$ cat src/rtl/switch_cfg_pkg.sv
// ---------------------------------------------------------------------------
// switch_cfg_pkg
// Shared definitions for the switch configuration loader: frame header
// constant, loader FSM state encoding and the payload byte-count helper.
// ---------------------------------------------------------------------------
package switch_cfg_pkg;

   localparam logic [7:0] CFG_HEADER = 8'hA5;

   typedef enum logic [1:0] {
      IDLE    = 2'd0,
      PAYLOAD = 2'd1,
      CSUM    = 2'd2,
      APPLY   = 2'd3
   } cfg_state_t;

   // Number of payload bytes needed to cover num_sw enables.
   function automatic int cfg_nbytes(input int num_sw);
      return (num_sw + 7) / 8;
   endfunction

endpackage

$ cat src/rtl/switch_config_loader.sv
// ---------------------------------------------------------------------------
// switch_config_loader
// Accepts framed configuration bytes (0xA5, NBYTES payload bytes, XOR
// checksum) and commits the assembled shadow register to the switch enables
// in a single cycle, so the fabric never sees a half-loaded routing state.
//
// Ports
//   clk        rising-edge clock
//   rst        asynchronous, active-high reset
//   cfg_data   configuration byte
//   cfg_valid  cfg_data valid
//   cfg_ready  loader can accept a byte (state decode only)
//   sw_clear   synchronous kill: enables off, frame aborted
//   enable     registered switch enables, bit i drives switch i
//   cfg_done   one-cycle pulse: frame committed
//   cfg_err    one-cycle pulse: checksum mismatch, frame discarded
//   busy       high whenever the FSM is not in IDLE
//   dbg_state  current FSM state, for observation only
//
// Handshake: a byte transfers on a rising edge where cfg_valid and cfg_ready
// are both high; cfg_valid may drop at any time and the FSM simply holds.
// cfg_ready depends only on the state register, never on cfg_valid.
// ---------------------------------------------------------------------------
module switch_config_loader
   import switch_cfg_pkg::*;
#(
   parameter int NUM_SW = 16
) (
   input  logic              clk,
   input  logic              rst,
   input  logic [7:0]        cfg_data,
   input  logic              cfg_valid,
   output logic              cfg_ready,
   input  logic              sw_clear,
   output logic [NUM_SW-1:0] enable,
   output logic              cfg_done,
   output logic              cfg_err,
   output logic              busy,
   output logic [1:0]        dbg_state
);

   localparam int NBYTES = cfg_nbytes(NUM_SW);
   localparam int CNT_W  = ($clog2(NBYTES + 1) < 1) ? 1 : $clog2(NBYTES + 1);
   localparam int SH_W   = 8 * NBYTES;

   cfg_state_t        r_state;
   cfg_state_t        w_state_nxt;
   logic [CNT_W-1:0]  r_cnt;
   logic [7:0]        r_acc;
   logic [7:0]        r_csum;
   logic [SH_W-1:0]   r_shadow;
   logic [NUM_SW-1:0] r_enable;
   logic              r_done;
   logic              r_err;
   logic              w_hs;
   logic              w_last_byte;
   logic              w_match;

   assign cfg_ready   = (r_state != APPLY);
   assign busy        = (r_state != IDLE);
   assign dbg_state   = r_state;
   assign enable      = r_enable;
   assign cfg_done    = r_done;
   assign cfg_err     = r_err;

   assign w_hs        = cfg_valid & cfg_ready;
   assign w_last_byte = (r_cnt == CNT_W'(NBYTES - 1));
   assign w_match     = (r_csum == r_acc);

   // State register.
   always_ff @(posedge clk or posedge rst) begin
      if (rst) begin
         r_state <= IDLE;
      end else begin
         r_state <= w_state_nxt;
      end
   end

   // Next-state logic; sw_clear overrides everything, including APPLY.
   always_comb begin
      w_state_nxt = r_state;
      if (sw_clear) begin
         w_state_nxt = IDLE;
      end else begin
         case (r_state)
            IDLE:    if (w_hs && (cfg_data == CFG_HEADER)) w_state_nxt = PAYLOAD;
            PAYLOAD: if (w_hs && w_last_byte)              w_state_nxt = CSUM;
            CSUM:    if (w_hs)                             w_state_nxt = APPLY;
            APPLY:                                         w_state_nxt = IDLE;
            default:                                       w_state_nxt = IDLE;
         endcase
      end
   end

   // Datapath: byte counter, XOR accumulator, shadow, commit.
   always_ff @(posedge clk or posedge rst) begin
      if (rst) begin
         r_cnt    <= '0;
         r_acc    <= '0;
         r_csum   <= '0;
         r_shadow <= '0;
         r_enable <= '0;
         r_done   <= 1'b0;
         r_err    <= 1'b0;
      end else begin
         r_done <= 1'b0;
         r_err  <= 1'b0;
         if (sw_clear) begin
            // Any same-cycle handshake is swallowed here.
            r_cnt    <= '0;
            r_acc    <= '0;
            r_enable <= '0;
         end else begin
            case (r_state)
               IDLE: begin
                  if (w_hs && (cfg_data == CFG_HEADER)) begin
                     r_cnt <= '0;
                     r_acc <= '0;
                  end
               end
               PAYLOAD: begin
                  if (w_hs) begin
                     for (int j = 0; j < NBYTES; j++) begin
                        if (r_cnt == CNT_W'(j)) r_shadow[8*j +: 8] <= cfg_data;
                     end
                     // Full byte is folded in, even bits above NUM_SW.
                     r_acc <= r_acc ^ cfg_data;
                     r_cnt <= r_cnt + CNT_W'(1);
                  end
               end
               CSUM: begin
                  if (w_hs) r_csum <= cfg_data;
               end
               APPLY: begin
                  if (w_match) begin
                     r_enable <= r_shadow[NUM_SW-1:0];
                     r_done   <= 1'b1;
                  end else begin
                     r_err    <= 1'b1;
                  end
               end
               default: ;
            endcase
         end
      end
   end

endmodule
$ cat config.mk
export PLATFORM = sky130hd
export DESIGN_NAME = switch_config_loader
export DESIGN_NICKNAME = d
export VERILOG_FILES = /design/src/rtl/switch_cfg_pkg.sv /design/src/rtl/switch_config_loader.sv
export SDC_FILE = /design/constraint.sdc
export NUM_CORES = 1
export LEC_CHECK = 0
export ABC_AREA = 1
export BUFFER_PORTS_ARGS = -buffer_cell sky130_fd_sc_hd__buf_2
export CAP_MARGIN = 20
export CORE_ASPECT_RATIO = 1.5
export CORE_MARGIN = 5
export CORE_UTILIZATION = 49
export DETAILED_ROUTE_END_ITERATION = 8
export HOLD_SLACK_MARGIN = 0.12
export PLACE_DENSITY = 0.76
export SYNTH_ARGS = -nofsm -noshare
export SYNTH_HDL_FRONTEND = slang
export SYNTH_SLANG_ARGS = --single-unit
$ cat constraint.sdc
create_clock -name clk -period 2.3 [get_ports clk]
set_clock_uncertainty 0.1 [all_clocks]
set_input_delay 0.115 -clock clk [delete_from_list [all_inputs] [get_ports clk]]
set_output_delay 0.115 -clock clk [all_outputs]
set_load 0.02 [all_outputs]
Word level (Yosys, flattened, before mapping)
Cells that the tools add are included.
- bits in registers: 54
- input bits: 12
- logic and storage cells: 60
- add/subtract/negate cells: 1
- equality and inequality tests: 11
- muxes and demuxes: 22
- bitwise gates (word level): 3
- reduce and logical (&&, ||, !) cells: 14
- operators with widths (kind ; number):
    two-way mux 16 bit ; 3
    two-way mux 8 bit ; 3
    one-hot mux 8 bit (2 select lines) ; 1
    two-way mux 2 bit ; 7
    != test 3 bit, second input constant ; 4
    AND reduction 3 bit ; 3
    equality test 8 bit ; 1
    equality test 8 bit, second input constant ; 1
    one-hot mux 2 bit (4 select lines) ; 1
    AND reduction 4 bit ; 2
    XOR 8 bit ; 1
    two-way mux 1 bit ; 6
    nonzero test 2 bit ; 3
    equality test 2 x 1 -> 1 bit, second input constant ; 2
    equality test 2 bit, second input constant ; 2
    logical NOT 2 bit ; 2
    one-hot mux 2 bit (2 select lines) ; 1
    nonzero test 3 bit ; 1
    adder 2 x 1 -> 2 bit, second input constant ; 1
    logical AND 1 bit ; 2
    != test 2 bit, second input constant ; 1
    AND reduction 2 bit ; 1
    bitwise AND 1 bit ; 1
    inverter 1 bit ; 1

Longest topological paths before layout
Gate-level depths: netlist of run 1.
- depth after elaboration: 6
- gate-level depth with buffers: 10
- mapped depth without buffers: 10

Worst setup path before layout of run 1
OpenSTA, ideal clock, no wires.
- kind: register to register
- start: register r_state[0] (netlist: dbg_state[0])
- end: register r_cnt[1]
- library setup time: 0.065 ns
- arrival time: 1.587 ns
- data required time: 2.135 ns
- slack: 0.548 ns
- stages on the path, launching flop included: 10
- clock period less this slack: 1.752 ns
- cells stage by stage: dfrtp_1 -> ha_1 -> inv_2 -> nand2_1 -> nor3_1 -> nand3_1 -> nand2_2 -> buf_4 -> nand3b_1 -> nand2_1
- word-level cells in the longest chain between the ends: 5
- ends and longest elaborated chain (element ; RTL line ; text):
    start, declared ; switch_config_loader.sv:46 ; cfg_state_t r_state;
    start signal, assigned ; switch_config_loader.sv:75 ; r_state <= w_state_nxt;
    != test 2 bit * ; switch_config_loader.sv:59 ; assign cfg_ready = (r_state != APPLY);
    net cfg_ready ; switch_config_loader.sv:33 ; output logic cfg_ready,
    bitwise AND 1 bit * ; switch_config_loader.sv:66 ; assign w_hs = cfg_valid & cfg_ready;
    logical AND 1 bit ; switch_config_loader.sv:116 ; if (w_hs && (cfg_data == CFG_HEADER)) begin
    != test 3 bit (no line) ; n/a ;
    AND reduction 3 bit (no line) * ; n/a ;
    end signal, assigned ; switch_config_loader.sv:128 ; r_cnt <= r_cnt + CNT_W'(1);
    end, declared ; switch_config_loader.sv:48 ; logic [CNT_W-1:0] r_cnt;
Mark *: on every way through the listed nets, which the timed path passes. The rest lies on a longest branch.
A chain may end at the register's enable or synchronous reset.

Worst setup path after layout of run 1
- start: register r_state[0] (netlist: dbg_state[0])
- end: register r_acc[5]
- word-level cells in the longest chain between the ends: 5
- ends and longest elaborated chain (element ; RTL line ; text):
    != test 2 bit ; switch_config_loader.sv:59 ;
    bitwise AND 1 bit ; switch_config_loader.sv:66 ;
    logical AND 1 bit ; switch_config_loader.sv:116 ;
    != test 3 bit (no line) ; n/a ;
    AND reduction 3 bit (no line) ; n/a ;
    end signal, assigned ; switch_config_loader.sv:127 ; r_acc <= r_acc ^ cfg_data;
    end, declared ; switch_config_loader.sv:49 ; logic [7:0] r_acc;
Several ways; a longest one is shown, not always the timed one.

==> results of run 1 <==
## sequential cells by signal (all words and copies together) (netlist names)
signal and cells:
cfg_done 1, cfg_err 1, dbg_state 2, enable 16, r_acc 8, r_cnt 2, r_csum 8, r_shadow 16
## cell usage in the layout (no fill, tap or decap), types with 2 or more instances in the layout
cell            n
ha_1            6
nand2_1        75
o21ai_1        17
nor2_2          3
nor2_1         11
dlygate4sd3_1  10
clkbuf_8        6
nand3_2         9
inv_1          21
nand3b_1        2
inv_2           7
buf_2          33
nor2_4          2
buf_4           4
nor3_1         10
nand4_1        16
nand3_1        21
a21oi_1         9
xnor2_1        13
nor2_8          2
nand2_2         3
dfrtp_1        54
## worst max-delay path: stages, from the launching register on
cell and delay (ns):
dfrtp_1 0.43, ha_1 0.29, inv_2 0.09, nand2_1 0.07
nor3_1 0.13, nand3_1 0.10, nand2_2 0.23, nand2_2 0.19
nand2_1 0.11, nand2_1 0.05
## cell type report
class | instances | area, um2
Clock buffer | 6 | 82.58
Clock inverter | 2 | 16.27
Fill cell | 507 | 2295
Inverter | 28 | 105.1
Multi-Input combinational cell | 202 | 1135
Sequential cell | 54 | 1351
Tap cell | 70 | 87.58
Timing Repair Buffer | 47 | 295.3
## cells by family after synthesis
group / synth area share
AND/OR/NAND/NOR: 0.3003
adder cells (fa/ha/maj): 0.02816
XOR/XNOR: 0.04270
AO/OA/AOI/OAI: 0.05443
buffers and inverters: 0.06757
flip-flops: 0.5068
## metal layers
metal / part of all wire / vias up / track usage / routed length [um]
met4: 0.015 / 0 / 0.05752 / 79
met5: 0 / - / 0 / 0
met3: 0.038 / 5 / 0.02505 / 204
met2: 0.55 / 40 / 0.3059 / 2935
met1: 0.40 / 965 / 0.1870 / 2144
li1: - / 1055 / - / -
## metrics by stage
stage / area (um2) / total power, W / setup WS, ns
floorplan: 2666 / 0.002358 / 0.5481
global placement: 2874 / 0.002572 / 0.4802
detailed placement: 2874 / 0.002620 / 0.4243
CTS: 3073 / 0.003199 / 0.3824
global route: 3073 / 0.003438 / 0.2042
finish: 3073 / 0.003175 / 0.3947
## final timing paths
check / endpoint / slack, ns / cells past startpoint / start
hold / removal: r_shadow[2]$_DFFE_PP0P_ / 0.28 / 6 / cfg_valid
setup reg to reg: r_acc[5]$_DFFE_PP0P_ / 0.39 / 9 / dbg_state[0]$_DFFE_PP0P_
hold reg to reg: r_cnt[1]$_DFFE_PP0P_ / 0.39 / 2 / r_cnt[1]$_DFFE_PP0P_
min in group asynchronous: r_csum[0]$_DFFE_PP0P_ / 0.43 / 4 / rst
setup / recovery: r_acc[5]$_DFFE_PP0P_ / 0.39 / 9 / dbg_state[0]$_DFFE_PP0P_
max in group asynchronous: dbg_state[1]$_DFFE_PP0P_ / 1.22 / 4 / rst
## power by group
| group | internal [W] | total, W | leakage [nW] | switching, W |
|---|---|---|---|---|
| sequential | 0.00120 | 0.00139 | 0.720 | 0.000189 |
| combinational | 0.000443 | 0.00122 | 0.818 | 0.000781 |
| clock | 0.000248 | 0.000558 | 0.0478 | 0.000310 |
==> impl_metrics.tcl, run 1 <==
set metrics [dict create \
    drc 0 \
    synth.most_common_cell "nand2_1" \
    final_core_utilization 0.5725 \
    syn_avg_cell_area_um2 9.008 \
    cts_max_level 2 \
    antenna_found_initial 0 \
    synth_area_um2 2666 \
    hold_viol 0 \
    synth.distinct_cells 25 \
    port_buffers 33 \
    arrival_ns 2.01 \
    fp.dieW_um 70.23 \
    grt_pass1_vias 1920 \
    yosys_warnings 0 \
    ys_ff_latch 54 \
    yosys.area.top_type_share 0.5068 \
    start_util 0.4967 \
    min_period_ns 1.905 \
    tritoncts "built" \
    hpwl_mm 3.975 \
    routed_wl_mm 5.364 \
    clock-sinks 54 \
    cts_setup_buffers 0 \
    synth_seq_area_share 0.5068 \
    grt_remaining_overflow 0 \
    core-area_um2 5368 \
    grt_max_degree 55 \
    grt_usage 0.1638 \
    first_pass_iters 4 \
    leakage_nw 1.587 \
    fin_setup_tns_ns 0 \
    rsz0062_at_grt "no" \
    ys_top_cells_by_count "nand2_1 (75), dfrtp_1 (54), inv_1 (22), nand3_1 (21), o21ai_1 (17)" \
    cp-end-kind "flop" \
    fin_hold_ws_ns 0.2760 \
    clk_root_buffer_cell "clkbuf_8" \
    fin_cells 409 \
    finalMaxSlewViolations 0 \
    syn_inst 296 \
    synth_top_area_cell "dfrtp_1" \
    dp.cells 391 \
    antenna_left 0 \
    synth_nets 314 \
    cp.required_ns 2.40 \
    drt_iter0_markers 114 \
    synth_edf_count 0 \
    yosys_most_used_dff "dfrtp_1" \
    ios 34 \
    clockBufferDepth 2 \
    gp_congestion 0.8133 \
    grt_first_pass_wirelength_mm 9.197 \
    cts_buffers 5 \
    powerDensity_nw_per_um2 1033 \
    maxSlewHeadroom 0.5521 \
    hold_buffers 10 \
    num_rows 33 \
    area_growth_syn_to_layout_pct 15.25 \
    via_per_inst 5.049 \
    ys_async_sr_fraction 1.000 \
    synth.area.top_cells "dfrtp_1 (51%), nand2_1 (11%), xnor2_1 (4.3%)" \
    die_h_um 100.3 \
    outcome "complete, no violations" \
    path_class "reg2reg" \
    startpoint_type "flop" \
    path_clk_slew_ns 0.09 \
    ctsResizeCount 0 \
    ir_drop_mv 0.4621 \
    max_freq_mhz 524.8 \
    num_vias 2065 \
    clk-insertion-delay-late_ns 0.30 \
    wl_per_cell_um 13.11 \
    worstPathMaxFanout 14 \
    drive_gt1_frac 0.2124 \
    nNetsFinal 356 \
    drv_cap 0 \
    fin_crit_sh 0.8284 \
    setup_viol 0 \
    n_antenna_cell 0 \
    die-area_um2 7047 \
    tightest_slew_ns 0.6719 \
    hold_path.class "in2reg" \
]
Power figures use the tool's default switching activity.
==> run 2, diff against run 1 <==
- PLACE_DENSITY: 0.76 -> 0.79
- clock period: 2.3 -> 1.7 ns (I/O delays scaled with it)
==> impl_metrics.tcl, run 2 (synthesis results as in run 1) <==
set metrics [dict create \
    finalMaxSlewViolations 0 \
    power.internal_w 0.002763 \
    cp.depth 9 \
    p_sw_frac 0.3904 \
    grt_max_degree 55 \
    hold_path.class "in2reg" \
    worstPathMaxFanout 7 \
    reg2regPathDepth 9 \
    cp-startpoint "dbg_state[1]$_DFFE_PP0P_" \
    first_pass_iters 4 \
    grt_pass1_vias 2131 \
    num_vias 2135 \
    cp_cell_sequence "inv_1, ha_2, inv_2, nor2_4, inv_2, nor2_4, buf_4, nor2_1, a21oi_1" \
    nNetsFinal 369 \
    powerDensity_nw_per_um2 1400 \
    cp.required_ns 1.83 \
    clock-sinks 54 \
    reg2reg_from "dbg_state[1]$_DFFE_PP0P_" \
    drt_iter0_markers 127 \
    die_h_um 100.3 \
    tightest_slew_ns 0.4174 \
    cpPeakStageDelay_ns 0.41 \
    num_rows 33 \
    max_freq_mhz 619.2 \
    fp.dieW_um 70.23 \
    gp_congestion 0.8048 \
    grt_first_pass_wirelength_mm 9.867 \
    fin_crit_sh 0.9500 \
    drv_cap 0 \
    rr_endpoint "r_shadow[12]$_DFFE_PP0P_" \
    comb_power_share 0.397 \
    arrival_ns 1.74 \
    clkPwrFrac 0.187 \
    outcome "complete, no violations" \
    crit_path_top_delay_cell "dfrtp_1" \
    setup_ws_ns 0.08506 \
    grt_usage 0.1761 \
    n_antenna_cell 0 \
    p_switching_w 0.001770 \
    p_seq_frac 0.416 \
    antenna_found_initial 0 \
    wl_per_cell_um 13.48 \
    cp-end-kind "flop" \
    cts_buffers 5 \
    final_cell_mix "nand2_1 (75), dfrtp_1 (54), buf_2 (33)" \
    antenna_left 0 \
    path_class "reg2reg" \
    crit_family "buffers and inverters" \
    cts_max_level 2 \
    cp.buffers_inverters 4 \
    clk_root_buffer_cell "clkbuf_8" \
    hold_viol 0 \
    ir_drop_mv 0.5401 \
    startpoint_type "flop" \
    start_util 0.4967 \
    drive_gt1_frac 0.2528 \
    ios 34 \
    path_clk_slew_ns 0.09 \
    min_period_ns 1.615 \
    clockBufferDepth 2 \
    maxSlewHeadroom 0.7217 \
    grt_remaining_overflow 0 \
    port_buffers 33 \
    leakage_nw 1.664 \
    routed_wl_mm 5.689 \
    rrSetupSlack_ns 0.09 \
    setup_viol 0 \
    hpwl_mm 4.135 \
    final_core_utilization 0.6033 \
    crit_end "r_shadow[12]$_DFFE_PP0P_" \
    layout.cells.most_common "nand2_1" \
    drc 0 \
    place_ws_ns 0.05741 \
    core-area_um2 5368 \
    clk-insertion-delay-late_ns 0.30 \
    die-area_um2 7047 \
    tritoncts "built" \
    via_per_inst 5.059 \
    area_growth_syn_to_layout_pct 21.45 \
]
## run 2: cell types whose count changed in the layout (fill, tap and decap cells not counted), moves of 2 or more
cell,delta
nand2_2,-2
nand2_4,+2
ha_2,+2
buf_4,+10
ha_1,-2
buf_12,+2
## run 2: what timing repair did
item	4_1_cts	5_1_grt
endpoints found under the setup margin	0	20
gates resized for setup	0	7
endpoints found under the hold margin	86	0
hold buffers	10	0
setup buffers	0	3
## run 2: layout make-up
| cell class | count | area, um2 |
|---|---|---|
| Clock buffer | 6 | 72.57 |
| Clock inverter | 2 | 37.54 |
| Fill cell | 476 | 2130 |
| Inverter | 28 | 105.1 |
| Multi-Input combinational cell | 202 | 1162 |
| Sequential cell | 54 | 1351 |
| Tap cell | 70 | 87.58 |
| Timing Repair Buffer | 60 | 421.7 |
## run 2: worst min path at each step
stage | slack [ns] | endpoint | from | depth (start not counted)
after floorplan | 0.15 | r_shadow[9]$_DFFE_PP0P_ | cfg_data[1] | 2
after global placement | 0.05 | enable[0]$_DFFE_PP0P_ | rst | 3
after detailed placement | 0.06 | enable[1]$_DFFE_PP0P_ | rst | 3
after CTS | 0.22 | r_cnt[0]$_DFFE_PP0P_ | cfg_valid | 7
after global routing | 0.25 | r_shadow[13]$_DFFE_PP0P_ | cfg_valid | 7
final | 0.22 | r_shadow[13]$_DFFE_PP0P_ | cfg_valid | 7
## run 2: stage by stage
stage	instances	cell area, um2	setup TNS [ns]	hold WS [ns]	power [W]
2_1_floorplan	296	2669	0	0.1478	0.003191
3_3_place_gp	401	2964	0	0.05132	0.003546
3_5_place_dp	401	2964	0	0.05709	0.003630
4_1_cts	419	3174	0	0.2213	0.004508
5_1_grt	422	3238	-0.1489	0.2516	0.004890
6_report	422	3238	0	0.2199	0.004532
## run 2: worst min-delay path, stage by stage
cell and delay (ns):
buf_2 0.11, inv_1 0.06, nor2_2 0.04, nand2_1 0.11
nor2_4 0.07, nor2_1 0.08, a21oi_1 0.04
## run 2: power by group through the flow
stage               clock [W]  combinational (W)  sequential (W)
floorplan                   0            0.00132         0.00188
global placement            0            0.00167         0.00187
detailed placement          0            0.00173         0.00190
CTS                  0.000869            0.00176         0.00188
global route         0.000907            0.00205         0.00193
finish               0.000846            0.00180         0.00189
## run 2: metal layers
metal / global-route usage / vias to the layer above / part of all wire
met5: 0 / - / 0
met3: 0.01904 / 6 / 0.030
met1: 0.2047 / 1016 / 0.39
li1: - / 1080 / -
met4: 0.07817 / 0 / 0.017
met2: 0.3225 / 33 / 0.56
==> run 3, diff against run 2 <==
- CORE_UTILIZATION: 49 -> 52
- PLACE_DENSITY: 0.79 -> 0.73
==> impl_metrics.tcl, run 3 (synthesis results as in run 1) <==
set metrics [dict create \
    drc 0 \
    maxSlewHeadroom 0.6408 \
    arrival_ns 1.75 \
    outcome "complete, no violations" \
    num_vias 2151 \
    grt_first_pass_wirelength_mm 9.680 \
    powerDensity_nw_per_um2 1375 \
    leakage_nw 1.666 \
    clk-insertion-delay-late_ns 0.31 \
    clock-sinks 54 \
    max_freq_mhz 608.8 \
    tritoncts "built" \
    fp.dieW_um 68.47 \
    ir_drop_mv 0.7697 \
    grt_max_degree 31 \
    worstPathMaxFanout 7 \
    rsz0062_at_grt "yes" \
    min_period_ns 1.643 \
    grt_usage 0.1849 \
    highest-signal-layer "met4" \
    drv_cap 0 \
    met2_length_mm 3.012 \
    dp.cells 397 \
    startpoint_type "flop" \
    drive_gt1_frac 0.2578 \
    first_pass_iters 4 \
    via_per_inst 5.109 \
    setup_viol 0 \
    die-area_um2 6689 \
    grt_remaining_overflow 0 \
    cp-end-kind "flop" \
    num_rows 32 \
    wl_met1_mm 2.250 \
    fin_cells 421 \
    layout.cells.most_common "nand2_1" \
    die_h_um 97.70 \
    reg2reg_from "dbg_state[0]$_DFFE_PP0P_" \
    rrSetupSlack_ns 0.06 \
    hold_path.class "in2async" \
    tightest_slew_ns 0.5380 \
    n_antenna_cell 0 \
    fin_hold_ws_ns 0.2531 \
    final_cell_mix "nand2_1 (74), dfrtp_1 (54), buf_2 (33)" \
    area_growth_syn_to_layout_pct 21.21 \
    path_class "reg2reg" \
    drt_iter0_markers 96 \
    routed_wl_mm 5.657 \
    hold_viol 0 \
    clockBufferDepth 2 \
    core-area_um2 5045 \
    met3_length_um 194 \
    antenna_found_initial 0 \
    cp.required_ns 1.80 \
    rr_endpoint "r_acc[0]$_DFFE_PP0P_" \
    clk_root_buffer_cell "clkbuf_8" \
    path_clk_slew_ns 0.10 \
    fin_crit_sh 0.9662 \
    start_util 0.5285 \
    wl_per_cell_um 13.44 \
    nNetsFinal 370 \
    ios 34 \
    reg2regPathDepth 9 \
    port_buffers 33 \
    grt_pass1_vias 2082 \
    cts_max_level 2 \
    cts_buffers 5 \
    final_core_utilization 0.6406 \
    finalMaxSlewViolations 0 \
    antenna_left 0 \
    hpwl_mm 4.081 \
    gp_congestion 0.8240 \
]
## run 3: cell types whose count changed in the layout (fill, tap and decap cells not counted), sizes merged
cell / change
buf: +1
inv: +1
bufinv: -1
## run 3: how the worst max path moves through the flow
stage	startpoint	to	cells past startpoint
4_1_cts	dbg_state[0]$_DFFE_PP0P_	r_acc[0]$_DFFE_PP0P_	9
2_1_floorplan	dbg_state[0]$_DFFE_PP0P_	r_cnt[1]$_DFFE_PP0P_	9
5_1_grt	dbg_state[0]$_DFFE_PP0P_	r_acc[0]$_DFFE_PP0P_	9
3_3_place_gp	dbg_state[0]$_DFFE_PP0P_	r_cnt[1]$_DFFE_PP0P_	9
3_5_place_dp	dbg_state[0]$_DFFE_PP0P_	r_acc[0]$_DFFE_PP0P_	9
6_report	dbg_state[0]$_DFFE_PP0P_	r_acc[0]$_DFFE_PP0P_	9
## run 3: timing repair
item                                    in CTS  in global routing
endpoints found under the setup margin       0                 20
hold endpoints to repair                    60                  0
hold buffers                                10                  0
gates resized for setup                      0                  8
buffers inserted                             0                  5
## run 3: final cells by class
type,instances,area (um2)
Fill cell,444,1813
Clock inverter,2,16.27
Multi-Input combinational cell,202,1162
Clock buffer,6,82.58
Timing Repair Buffer,61,429.2
Tap cell,68,85.08
Inverter,28,105.1
Sequential cell,54,1351
## run 3: per-layer routing
metal	global-route usage	vias to the layer above
met5	0	-
met4	0.07044	0
met3	0.02778	16
met2	0.3098	34
met1	0.2325	1016
li1	-	1085
## run 3: worst max-delay path: stages (launching register included)
cell	delay, ns
dfrtp_1	0.41
buf_4	0.15
inv_1	0.09
ha_1	0.15
inv_1	0.06
nor2_1	0.17
nand2_4	0.12
buf_4	0.18
nand3_1	0.06
nand2_1	0.06
## run 3: power breakdown
part	leakage [nW]	switching [W]	total, W	internal [W]
Clock	0.0478	0.000423	0.000759	0.000336
Sequential	0.720	0.000249	0.00188	0.00163
Combinational	0.898	0.00110	0.00181	0.000706
Total	1.67	0.00177	0.00444	0.00267
## run 3: stage by stage
stage | setup TNS (ns) | cell area, um2 | setup slack (ns) | total power (W)
after CTS | 0 | 3146 | 0.02603 | 0.004384
after global placement | 0 | 2947 | 0.1028 | 0.003536
after detailed placement | 0 | 2947 | 0.05357 | 0.003602
final | 0 | 3232 | 0.05745 | 0.004445
after global routing | -0.5881 | 3232 | -0.06476 | 0.004793
after floorplan | 0 | 2669 | 0.006101 | 0.003191
